`config.mk`:
```
export PLATFORM = sky130hd
export DESIGN_NAME = skywave_rst_seq
export DESIGN_NICKNAME = d
export VERILOG_FILES = /design/src/rtl/skywave_rst_pkg.sv /design/src/rtl/skywave_rst_timer.sv /design/src/rtl/skywave_rst_seq.sv
export SDC_FILE = /design/constraint.sdc
export NUM_CORES = 1
export LEC_CHECK = 0
export CAP_MARGIN = 20
export CORE_MARGIN = 5
export CORE_UTILIZATION = 50
export DETAILED_ROUTE_END_ITERATION = 10
export PLACE_DENSITY_LB_ADDON = 0.1
export SLEW_MARGIN = 10
export SYNTH_ARGS = -nofsm -noshare
export SYNTH_HDL_FRONTEND = slang
export SYNTH_HIERARCHICAL = 1
export SYNTH_SLANG_ARGS = --single-unit
```
`constraint.sdc`:
```
create_clock -name clk_i -period 2.6 [get_ports clk_i]
set_input_delay 0.78 -clock clk_i [delete_from_list [all_inputs] [get_ports clk_i]]
set_output_delay 0.78 -clock clk_i [all_outputs]
set_load 0.02 [all_outputs]
```
`src/rtl/skywave_rst_pkg.sv`:
```
// Shared types and constants for the staged reset sequencer.
// Exports: rst_state_t (sequencer FSM), rst_cause_t (reset cause encoding),
//          RST_MAX_STAGES, cnt_width() helper for sizing down-counters.
package skywave_rst_pkg;

  typedef enum logic [1:0] {
    RST_ASSERT,
    RST_RELEASE,
    RST_RUN
  } rst_state_t;

  typedef enum logic [1:0] {
    RST_CAUSE_POR = 2'd0,
    RST_CAUSE_SW  = 2'd1,
    RST_CAUSE_WDT = 2'd2
  } rst_cause_t;

  localparam int RST_MAX_STAGES = 8;

  // Bits needed to hold max_val-1 (a down-counter loaded with max_val-1).
  function automatic int cnt_width(input int max_val);
    return (max_val < 2) ? 1 : $clog2(max_val);
  endfunction

endpackage

```
`src/rtl/skywave_rst_timer.sv`:
```
// Loadable down-counter with a done flag; saturates at zero.
// Latency: load/decrement take effect at the next clk edge; done is combinational on the count.
// Backpressure: none; en simply pauses counting.
// Ports: clk, reset_n (sync, active-low, clears count), load + load_val (priority over en),
//        en (decrement while nonzero), done (count == 0).
module skywave_rst_timer
  import skywave_rst_pkg::*;
#(
  parameter int WIDTH = 4
) (
  input  logic             clk,
  input  logic             reset_n,
  input  logic             load,
  input  logic [WIDTH-1:0] load_val,
  input  logic             en,
  output logic             done
);

  logic [WIDTH-1:0] cnt;

  always_ff @(posedge clk) begin
    if (!reset_n) begin
      cnt <= '0;
    end else if (load) begin
      cnt <= load_val;
    end else if (en && (cnt != '0)) begin
      cnt <= cnt - WIDTH'(1);
    end
  end

  assign done = (cnt == '0);

endmodule

```
`src/rtl/skywave_rst_seq.sv`:
```
// Staged reset sequencer: holds all stage resets, then releases them in order
// (stage 0 first), services rising-edge software reset requests, reports last cause.
// Latency: stage k releases HOLD_CYCLES+k*STAGE_DELAY edges after the sequence start.
// Backpressure: none; requests outside RUN are dropped, not queued.
// Ports: clk_i, reset_i (sync, active-low), swrst_req_i / swrst_ack_o, wdt_kick_i,
//        stage_rst_o[NUM_STAGES] (active-high), ready_o, rst_cause_o.
// Build option: define SKYWAVE_RST_WDT_EN to add the watchdog (WDT_TIMEOUT cycles).
module skywave_rst_seq
  import skywave_rst_pkg::*;
#(
  parameter int NUM_STAGES  = 4,
  parameter int HOLD_CYCLES = 8,
  parameter int STAGE_DELAY = 16,
  parameter int WDT_TIMEOUT = 2**20
) (
  input  logic                  clk_i,
  input  logic                  reset_i,
  input  logic                  swrst_req_i,
  output logic                  swrst_ack_o,
  input  logic                  wdt_kick_i,
  output logic [NUM_STAGES-1:0] stage_rst_o,
  output logic                  ready_o,
  output logic [1:0]            rst_cause_o
);

  if (NUM_STAGES < 1 || NUM_STAGES > RST_MAX_STAGES) begin : g_bad_stages
    $error("skywave_rst_seq: NUM_STAGES must be 1..8");
  end
  if (HOLD_CYCLES < 1) begin : g_bad_hold
    $error("skywave_rst_seq: HOLD_CYCLES must be >= 1");
  end
  if (STAGE_DELAY < 1) begin : g_bad_delay
    $error("skywave_rst_seq: STAGE_DELAY must be >= 1");
  end

  localparam int TW = cnt_width((HOLD_CYCLES > STAGE_DELAY) ? HOLD_CYCLES : STAGE_DELAY);
  localparam int IW = $clog2(RST_MAX_STAGES + 1);

  rst_state_t            state_q, state_d;
  rst_cause_t            cause_q, cause_d;
  logic [NUM_STAGES-1:0] stage_rst_q, stage_rst_d;
  logic [IW-1:0]         idx_q, idx_d;      // number of stages released so far
  logic                  armed_q, armed_d;  // hold timer loaded for this ASSERT pass
  logic                  ready_q, ready_d;
  logic                  ack_q, ack_d;
  logic                  req_q;
  logic                  req_rise;
  logic                  tmr_load, tmr_en, tmr_done;
  logic [TW-1:0]         tmr_val;
  logic                  wdt_fire;
  logic                  all_released;

  assign req_rise     = swrst_req_i & ~req_q;
  assign all_released = (idx_q == IW'(NUM_STAGES));

  skywave_rst_timer #(.WIDTH(TW)) u_stage_tmr (
    .clk      (clk_i),
    .reset_n  (reset_i),
    .load     (tmr_load),
    .load_val (tmr_val),
    .en       (tmr_en),
    .done     (tmr_done)
  );

`ifdef SKYWAVE_RST_WDT_EN
  localparam int WW = cnt_width(WDT_TIMEOUT);
  logic wdt_done;
  logic wdt_load;

  // Reload on RUN entry and on every kick; counts only while in RUN.
  assign wdt_load = (state_q == RST_RELEASE && all_released) ||
                    (state_q == RST_RUN && wdt_kick_i);
  // A kick in the expiry cycle wins over the timeout.
  assign wdt_fire = (state_q == RST_RUN) && wdt_done && !wdt_kick_i;

  skywave_rst_timer #(.WIDTH(WW)) u_wdt_tmr (
    .clk      (clk_i),
    .reset_n  (reset_i),
    .load     (wdt_load),
    .load_val (WW'(WDT_TIMEOUT - 1)),
    .en       (state_q == RST_RUN),
    .done     (wdt_done)
  );
`else
  logic unused_wdt_kick;
  assign unused_wdt_kick = wdt_kick_i;
  assign wdt_fire        = 1'b0;
`endif

  always_comb begin
    state_d     = state_q;
    cause_d     = cause_q;
    stage_rst_d = stage_rst_q;
    idx_d       = idx_q;
    armed_d     = armed_q;
    ready_d     = ready_q;
    ack_d       = 1'b0;
    tmr_load    = 1'b0;
    tmr_val     = '0;
    tmr_en      = 1'b0;

    case (state_q)
      RST_ASSERT: begin
        // First cycle of a pass loads the hold count; done then marks its expiry.
        if (!armed_q) begin
          tmr_load = 1'b1;
          tmr_val  = TW'(HOLD_CYCLES - 1);
          armed_d  = 1'b1;
        end else if (tmr_done) begin
          stage_rst_d[0] = 1'b0;
          idx_d          = IW'(1);
          armed_d        = 1'b0;
          tmr_load       = 1'b1;
          tmr_val        = TW'(STAGE_DELAY - 1);
          state_d        = RST_RELEASE;
        end else begin
          tmr_en = 1'b1;
        end
      end

      RST_RELEASE: begin
        if (all_released) begin
          ready_d = 1'b1;
          state_d = RST_RUN;
        end else if (tmr_done) begin
          for (int k = 0; k < NUM_STAGES; k++) begin
            if (idx_q == IW'(k)) stage_rst_d[k] = 1'b0;
          end
          idx_d    = idx_q + IW'(1);
          tmr_load = 1'b1;
          tmr_val  = TW'(STAGE_DELAY - 1);
        end else begin
          tmr_en = 1'b1;
        end
      end

      RST_RUN: begin
        if (req_rise || wdt_fire) begin
          ack_d       = req_rise;
          cause_d     = req_rise ? RST_CAUSE_SW : RST_CAUSE_WDT;
          stage_rst_d = '1;
          ready_d     = 1'b0;
          idx_d       = '0;
          armed_d     = 1'b0;
          state_d     = RST_ASSERT;
        end
      end

      default: begin
        state_d = RST_ASSERT;
      end
    endcase
  end

  always_ff @(posedge clk_i) begin
    if (!reset_i) begin
      state_q     <= RST_ASSERT;
      cause_q     <= RST_CAUSE_POR;
      stage_rst_q <= '1;
      idx_q       <= '0;
      armed_q     <= 1'b0;
      ready_q     <= 1'b0;
      ack_q       <= 1'b0;
      req_q       <= 1'b0;
    end else begin
      state_q     <= state_d;
      cause_q     <= cause_d;
      stage_rst_q <= stage_rst_d;
      idx_q       <= idx_d;
      armed_q     <= armed_d;
      ready_q     <= ready_d;
      ack_q       <= ack_d;
      req_q       <= swrst_req_i;
    end
  end

  assign stage_rst_o = stage_rst_q;
  assign ready_o     = ready_q;
  assign swrst_ack_o = ack_q;
  assign rst_cause_o = cause_q;

endmodule
```
==> flow_summary.json <==
{
  "yosysWarnings": 6,
  "synth_area_leaders": "dfxtp_1, ha_1, mux2i_1",
  "hold_class": "reg2reg",
  "route.final.wire_length_mm": 2.34,
  "start_kind": "register",
  "cts_sinks": 19,
  "final_antenna_net_count": 0,
  "grt_util_met3": 0.0285,
  "top_usage_layer": "met2",
  "post-cts-setup-buffers": 0,
  "multi_input_area_um2": 709,
  "max_freq_ghz": 0.427,
  "wl_per_cell_um": 13.0,
  "pre_cts_slack_ns": 0.0290,
  "row_count": 17,
  "met2_usage": 0.241,
  "synth_top_area_share": 0.326,
  "hold_ws_ns": 0.453,
  "cts_inserted_buffers": 3,
  "finalCritPeriodShare": 0.901,
  "relSlewSlack": 0.574,
  "clkLatencyLatePin_ns": 0.30,
  "setup_ws_ns": 0.257,
  "worstMarginPinSlew_ns": 0.633,
  "drt_first_pass_iters": 5,
  "worstSetupPathType": "reg2reg",
  "mappedNetlistArea_mm2": 0.00117,
  "fin_setup_tns_ns": 0,
  "grt_usage": 0.147,
  "clk_pin_slew_ns": 0.11,
  "path_max_fanout": 9,
  "skew_ns": 0.00205,
  "cts_tree": "done",
  "drt-initial-drc-count": 30,
  "critical_path.endpoint_type": "register",
  "synth_cell_types": 41,
  "area.sequential_um2": 380,
  "start_util": 0.527,
  "die_w_um": 58.3,
  "yosys-top-cells-count": "dfxtp_1, nor2_1, inv_1",
  "port_buffers": 9,
  "grt_max_degree": 17,
  "cts-root-buf": "clkbuf_4",
  "synth-edff-count": 0,
  "vias_per_cell": 5.71,
  "leakagePower_uw": 0.000543,
  "fp.dieH_um": 58.3,
  "nNetsFinal": 168,
  "critical_path_required_ns": 2.84,
  "syn-instance-count": 138,
  "yosysTopAreaCell": "dfxtp_1",
  "power_density_mw_per_mm2": 1130,
  "vias": 1027,
  "antenna_cells": 0,
  "synth_seq_cells": 19,
  "h-tree-depth": 1,
  "ios": 12,
  "antenna_found_initial": 0,
  "drive_gt1_frac": 0.118,
  "clock_path_buffers": 2,
  "globalplace.congestion": 0.833,
  "hold_violations": 0,
  "final-setup-viol-count": 0,
  "area_growth_pct": 15.0,
  "avgSynthCellArea_um2": 8.45,
  "die_area_mm2": 0.00340,
  "core_area_mm2": 0.00221,
  "async_flop_share": 0,
  "cts.repair.resized": 0,
  "ys_seq_area_frac": 0.326,
  "status": "finished, final reports clean",
  "drc": 0,
  "gr-usage-met1": 0.191,
  "ctsHoldBuffers": 0,
  "synth_top_flop_cell": "dfxtp_1",
  "dp_hpwl_mm": 1.77,
  "rsz0062_at_grt": "no",
  "grt-ovfl-total": 0,
  "drv_slew": 0,
  "grt_pass1_vias": 927,
  "grt_pass1_wl_mm": 3.97,
  "fin_util": 0.606,
  "synth_nets": 153,
  "maxCapViolCount": 0,
  "min_period_ns": 2.34,
  "synth_most_common_cell": "dfxtp_1",
  "nFillCells": 200,
  "crit_arrival_ns": 2.58,
  "irDropWorstVdd_v": 0.000659
}
cells in the final DEF (no fill, tap or decap), types with 3 or more instances in the layout:
cell             netlist  layout
a21oi_1                9       9
a221oi_1               3       3
a31oi_1                4       4
buf_4                  1       6
clkbuf_4               0       3
clkdlybuf4s50_1        0       9
dfxtp_1               19      19
ha_1                  11      11
inv_1                 13      13
mux2i_1                7       7
nand2_1               12      12
nand3_1                5       5
nor2_1                15      15
where the power goes:
group	internal, uW	leakage (uW)	switching [uW]
clock network	57.3	0.0000177	96.0
registers	375	0.000156	75.4
logic	417	0.000369	494
registers in the layout (all words and copies together) (netlist names):
signal	cells
rst_cause_o	1
swrst_ack_o	1
req_q	1
u_stage_tmr/cnt	4
state_q	2
ready_o	1
stage_rst_o	4
armed_q	1
idx_q	4
per-stage QoR:
step | cells | area [um2] | power [uW]
after CTS | 180 | 1340 | 1520
after global routing | 180 | 1340 | 1650
after detailed placement | 176 | 1310 | 1360
final | 180 | 1340 | 1510
after floorplan | 138 | 1170 | 1090
after global placement | 176 | 1310 | 1340
layer usage:
metal	vias up	share of wire
li1	519	-
met1	477	0.48
met2	27	0.46
met3	4	0.045
met4	0	0.013
met5	-	0
cells by family after synthesis:
logic type / synth area share
buf+inv: 0.0654
mux: 0.0601
other cells: 0.00322
simple gates: 0.216
fa+ha+maj: 0.118
compound gates: 0.211
flops: 0.326
path summary, 6_finish.rpt:
kind         slack [ns]  depth (start not counted)                           to                            start
max                0.26                          8        idx_q[2]$_SDFFE_PN0P_  u_stage_tmr/cnt[0]$_SDFFE_PN0P_
max reg2reg        0.26                          8        idx_q[2]$_SDFFE_PN0P_  u_stage_tmr/cnt[0]$_SDFFE_PN0P_
min reg2reg        0.45                          2  rst_cause_o[0]$_SDFFE_PN0P_      rst_cause_o[0]$_SDFFE_PN0P_
min                0.45                          2  rst_cause_o[0]$_SDFFE_PN0P_      rst_cause_o[0]$_SDFFE_PN0P_
critical path, cell delays in order, from the launching register on:
cell,delay (ns)
dfxtp_1,0.36
inv_1,0.08
ha_1,0.20
or3b_4,0.41
clkinv_2,0.13
nand2_2,0.10
a221o_1,0.39
or4_1,0.47
a21oi_1,0.14
area by class of cell:
| type | count | area share |
|---|---|---|
| multi-input combinational | 100 | 0.529 |
| sequential | 19 | 0.284 |
| timing repair buffer | 15 | 0.101 |
| inverter | 14 | 0.0401 |
| tap | 28 | 0.0261 |
| clock buffer | 3 | 0.0168 |
| clock inverter | 1 | 0.00373 |
Power figures use the tool's default switching activity.
